### src/rtl/instr_fetch_ctrl.sv
// Fetch/branch controller: decodes ROM words and drives the program counter's
// jump, branch and hold requests, and issues datapath ops with a one-cycle valid pulse.
module instr_fetch_ctrl #(
  parameter int ADDR_W  = 4,
  parameter int INSTR_W = 8,
  parameter int CNT_W   = 8
) (
  input  logic               clk,
  input  logic               fetch_reset_n,
  input  logic               run,
  input  logic [ADDR_W-1:0]  addr,
  input  logic [INSTR_W-1:0] instr,
  input  logic               zero_flag,
  output logic               jmp,
  output logic               ban,
  output logic [ADDR_W-1:0]  addrJmp,
  output logic               stop,
  output logic [INSTR_W-1:0] ir,
  output logic               alu_valid,
  output logic [CNT_W-1:0]   icount
);

  typedef enum logic [2:0] {
    ST_IDLE,
    ST_FETCH,
    ST_EXEC,
    ST_FLUSH,
    ST_HALT
  } state_e;

  localparam logic [3:0] OP_NOP  = 4'h0;
  localparam logic [3:0] OP_JMP  = 4'h1;
  localparam logic [3:0] OP_BRZ  = 4'h2;
  localparam logic [3:0] OP_BRNZ = 4'h3;
  localparam logic [3:0] OP_HALT = 4'hF;

  state_e             state_q;
  logic               jmp_q;
  logic               ban_q;
  logic               alu_valid_q;
  logic               stop_q;
  logic [ADDR_W-1:0]  addr_jmp_q;
  logic [INSTR_W-1:0] ir_q;
  logic [CNT_W-1:0]   icount_q;
  logic [CNT_W-1:0]   icount_d;

  logic [3:0]         opcode;
  logic [ADDR_W-1:0]  operand;

  assign opcode  = instr[INSTR_W-1 -: 4];
  assign operand = instr[ADDR_W-1:0];

  // The PC forms the branch target from its own address, so addr is not needed here.
  logic unused_addr;
  assign unused_addr = ^addr;

  // Retired count sticks at all-ones instead of wrapping.
  assign icount_d = (icount_q == '1) ? icount_q : icount_q + 1'b1;

  // NOTE: every state/output register below is updated with non-blocking
  // assignments so all of them see the same pre-edge values of each other.
  always_ff @(posedge clk) begin
    if (!fetch_reset_n) begin
      state_q     <= ST_IDLE;
      jmp_q       <= 1'b0;
      ban_q       <= 1'b0;
      alu_valid_q <= 1'b0;
      stop_q      <= 1'b1;
      addr_jmp_q  <= '0;
      ir_q        <= '0;
      icount_q    <= '0;
    end else begin
      case (state_q)
        ST_IDLE: begin
          if (run) begin
            state_q <= ST_FETCH;
            stop_q  <= 1'b0;
          end
        end

        ST_FETCH: begin
          ir_q        <= instr;
          state_q     <= ST_EXEC;
          stop_q      <= 1'b0;
          jmp_q       <= 1'b0;
          ban_q       <= 1'b0;
          alu_valid_q <= 1'b0;
          addr_jmp_q  <= '0;
          case (opcode)
            OP_NOP: ;
            OP_JMP: begin
              jmp_q      <= 1'b1;
              addr_jmp_q <= operand;
            end
            OP_BRZ: begin
              if (zero_flag) begin
                ban_q      <= 1'b1;
                addr_jmp_q <= operand;
              end
            end
            OP_BRNZ: begin
              if (!zero_flag) begin
                ban_q      <= 1'b1;
                addr_jmp_q <= operand;
              end
            end
            OP_HALT: begin
              state_q  <= ST_HALT;
              stop_q   <= 1'b1;
              icount_q <= icount_d;
            end
            default: alu_valid_q <= 1'b1;
          endcase
        end

        ST_EXEC: begin
          jmp_q       <= 1'b0;
          ban_q       <= 1'b0;
          alu_valid_q <= 1'b0;
          addr_jmp_q  <= '0;
          icount_q    <= icount_d;
          // A taken jump/branch needs one bubble while the PC loads its new address.
          if (jmp_q || ban_q) begin
            state_q <= ST_FLUSH;
            stop_q  <= 1'b0;
          end else if (run) begin
            state_q <= ST_FETCH;
            stop_q  <= 1'b0;
          end else begin
            state_q <= ST_IDLE;
            stop_q  <= 1'b1;
          end
        end

        ST_FLUSH: begin
          if (run) begin
            state_q <= ST_FETCH;
            stop_q  <= 1'b0;
          end else begin
            state_q <= ST_IDLE;
            stop_q  <= 1'b1;
          end
        end

        ST_HALT: begin
          stop_q <= 1'b1;
        end

        default: begin
          state_q <= ST_IDLE;
          stop_q  <= 1'b1;
        end
      endcase
    end
  end

  assign jmp       = jmp_q;
  assign ban       = ban_q;
  assign addrJmp   = addr_jmp_q;
  assign stop      = stop_q;
  assign ir        = ir_q;
  assign alu_valid = alu_valid_q;
  assign icount    = icount_q;

endmodule
### config.mk
export PLATFORM = sky130hd
export DESIGN_NAME = instr_fetch_ctrl
export DESIGN_NICKNAME = d
export VERILOG_FILES = /design/src/rtl/instr_fetch_ctrl.sv
export SDC_FILE = /design/constraint.sdc
export NUM_CORES = 1
export LEC_CHECK = 0
export ABC_CLOCK_PERIOD_IN_PS = 2900
export CORE_MARGIN = 5
export CORE_UTILIZATION = 49
export DETAILED_ROUTE_END_ITERATION = 8
export PLACE_DENSITY = 0.89
export SLEW_MARGIN = 20
export SYNTH_ARGS = -nofsm -noshare
export SYNTH_HDL_FRONTEND = slang
export SYNTH_SLANG_ARGS = --single-unit
### constraint.sdc
create_clock -name clk -period 2.9 [get_ports clk]
set_input_delay 0.29 -clock clk [delete_from_list [all_inputs] [get_ports clk]]
set_output_delay 0.29 -clock clk [all_outputs]
set_load 0.1 [all_outputs]
==> results by group <==
Power and ir drop
  – Power density over the cells: 468 nW/um2
  – VDD IR-drop max: 0.000269 V
  – Pint: ~0.49 mW
  – Sw frac: 0.335
  – Leak: roughly 0.60 nW
  – Clock share of power: 0.219
  – Part of the power in registers: 0.537
  – Switch Pwr: between 0.2 and 0.25 mW
  – Gate power share: 0.244

Drt
  – Via count: between 1000 and 1500
  – Drt total wl: roughly 2800 um
  – DR iter-0 viols: 34
  – DRC violations left: 0
  – DR vias/cell: roughly 5.5
  – Antenna-violating nets left: 0
  – WL/cell: approximately 14 um
  – TritonRoute pass-1 iters: 4

STA
  – Final setup vio count: 0
  – RSZ-0062 raised after global routing: false
  – Slew Viols, Final: 0
  – Final-report hold violation count: 0
  – Slew @ Worst Pin: between 0.7 and 0.8 ns
  – Worst setup margin: 0.883 ns
  – Min Tclk post-route: between 2 and 2.5 ns
  – Setup TNS Final: 0 ns
  – Tcrit/Tclk final: 0.695
  – Relative slew slack: 0.492
  – Clk_skew: around 0.00089 ns
  – Fmax: ~500 MHz

Clocking
  – CTS tree: built
  – Worst-Skew Late Latency: ~0.32 ns
  – Clock Tree Buf Depth: 2
  – Worst-path clk slew: about 0.14 ns
  – # resized after CTS: 0
  – Root buffer cell: clkbuf_4
  – Clock sink count: 27
  – Hold-fix buffers, CTS: 0
  – H-tree depth: 1
  – CTS buffer count: 3
  – Post-CTS setup buffer count: 0

Setup path
  – Reg2Reg Setup Slack: between 1 and 1.5 ns
  – Worst Setup Start Kind: input port
  – Setup CP Type: in2reg
  – Max Fanout on Critical Path: 15
  – Cells along the critical path: clkdlybuf4s50_1 > nand4_2 > a211o_1 > or4b_1 > o211a_1
  – Critical path's top delay family: simple AND/OR/NAND/NOR gates
  – R2r endpoint: icount[6]
  – CP Capture Type: flop
  – CP required: 3.13 ns
  – Largest stage delay, worst path: roughly 0.57 ns
  – R2R depth: 4
  – Crit path buf inv count: 1
  – Worst Path Arrival: 2.25 ns
  – Reg2Reg Launch Point: state_q[1]
  – Slowest CP cell: clkdlybuf4s50_1

Synthesis
  – Ys flop type: dfxtp_1
  – Sequential area share after synthesis: 0.429
  – Fraction of registers with async set/reset: 0
  – Largest cells by area after synthesis: dfxtp_1 43%, a21boi_0 7.2%, nand2_1 6.6%, a32oi_1 3.5%, o21ai_0 3.2%
  – YS warnings: 0
  – Post-synth EDFFs: 0
  – Post-Syn Area per Cell: 8.80 um2
  – Seq cells post-synth: 27
  – Cells after synthesis: ~140
  – Yosys cell types: 41
  – Synth area leader: dfxtp_1
  – Area share of the largest cell type after synthesis: 0.429
  – Mapped cell area: about 1300 um2
  – Net Count, Synth: 160

Global routing
  – GR Layer Usage met2: 0.284
  – First-pass GRT wire length: about 4700 um
  – Congestion Overflow GR: 0
  – Gr busiest metal: met2
  – Largest net degree at the start of global routing: 28
  – GRT met3 Usage: 0.0426
  – GRT Util Overall: 0.169
  – Vias in the first global route: ~1100
  – Initial antenna violation count: 0
  – Met1 GRT Util: 0.196

Die
  – Number of placement rows: 18
  – Initial Util: 0.508
  – Die Span Y: about 61 um
  – Full die area: approximately 3700 um2
  – IO Pins: 40
  – Die width: a little over 60 um
  – Core Box Area: about 2500 um2

Cells and area
  – Layout cells sized above 1: 0.206
  – Layout Cells excl Fill: a little over 200
  – Final Net Count: roughly 190
  – Most common cell after layout, fill and taps aside: dfxtp_1
  – Ant diodes: 0
  – Fillers: 228
  – Highest-count cells in the layout ignoring fill and taps: 27 x dfxtp_1, 25 x buf_4, 22 x nand2_1, 12 x a21boi_0, 11 x clkdlybuf4s50_1
  – Finished layout cell area: ~1600 um2
  – Area grow syn2layout: 25.0%

Placement
  – Area post-placement: ~1500 um2
  – DP Wirelength: between 2000 and 2500 um
  – Port Buffers: 35
  – Final GP Congestion: approximately 0.79
  – Placement Setup Slack: approximately 0.55 ns
  – Dpl cells: 201

Min path
  – Hold WC Path Type: reg2reg
  – Min-delay src: ir[2]
  – Hold Path End: ir[2]
  – Worst Hold Depth: 2

Run status
  – Status: finished clean

Flow run
  – Max Cap Violations: 0
-- cells in the mapped netlist, types with 3 or more instances --
library cell	count
a21boi_0	12
dfxtp_1	27
nand2_1	22
nand3_1	3
o21ai_0	8
a21boi_1	4
a21oi_1	3
a32oi_1	5
nor2b_1	5
nand4_1	3
nor2_1	8
or3_1	3
clkbuf_1	5
-- sequential cells by signal, summed over array words and instances, names as in the netlist --
register,cells
ban,1
jmp,1
alu_valid,1
addrJmp,4
stop,1
ir,8
icount,8
state_q,3
-- power groups by stage --
| stage | clock network [mW] | logic, mW | registers [mW] |
|---|---|---|---|
| 2_1_floorplan | 0 | 0.0551 | 0.482 |
| 3_3_place_gp | 0 | 0.178 | 0.403 |
| 3_5_place_dp | 0 | 0.180 | 0.404 |
| 4_1_cts | 0.168 | 0.180 | 0.396 |
| 5_1_grt | 0.184 | 0.190 | 0.398 |
| 6_report | 0.162 | 0.180 | 0.396 |
-- tightest hold or removal path, stage by stage (launching register included) --
cell      delay, ns
dfxtp_1        0.33
nand2_1        0.05
a21boi_0       0.07
-- cell families (layout without fill, tap and decap cells) --
group	after synthesis	after routing	synth area share
flops	27	27	0.429
xor+xnor	2	2	0.0139
compound gates	40	40	0.228
fa+ha+maj	1	1	0.00994
simple gates	62	62	0.268
buf+inv	10	42	0.0427
mux	1	1	0.00795
-- worst max path at each step --
stage	from	end	cells after the start	slack (ns)
6_report	instr[5]	icount[6]	5	0.88
5_1_grt	instr[5]	icount[6]	5	0.81
4_1_cts	instr[5]	icount[6]	5	0.91
3_5_place_dp	instr[5]	icount[6]	5	0.55
3_3_place_gp	instr[5]	icount[6]	5	0.61
2_1_floorplan	icount[1]	icount[6]	5	0.61
-- cell type report --
class	count	area (um2)	area share
inverter	2	7.51	0.00477
multi-input combinational	106	664	0.422
sequential	27	541	0.343
clock buffer	4	26.3	0.0167
timing repair buffer	36	298	0.189
tap	30	37.5	0.0238
-- routing by layer --
layer	vias to the layer above	wire, um
met3	5	107
met2	17	1420
met5	-	0
li1	580	-
met4	0	48
met1	521	1210
-- stage by stage --
stage | util | power [mW] | hold WS (ns)
3_5_place_dp | 0.625 | 0.584 | 0.467
4_1_cts | 0.635 | 0.745 | 0.486
5_1_grt | 0.635 | 0.773 | 0.512
6_report | 0.635 | 0.737 | 0.483
3_3_place_gp | 0.625 | 0.580 | 0.460
2_1_floorplan | - | 0.537 | 0.435
(Power assumes the default switching activity.)
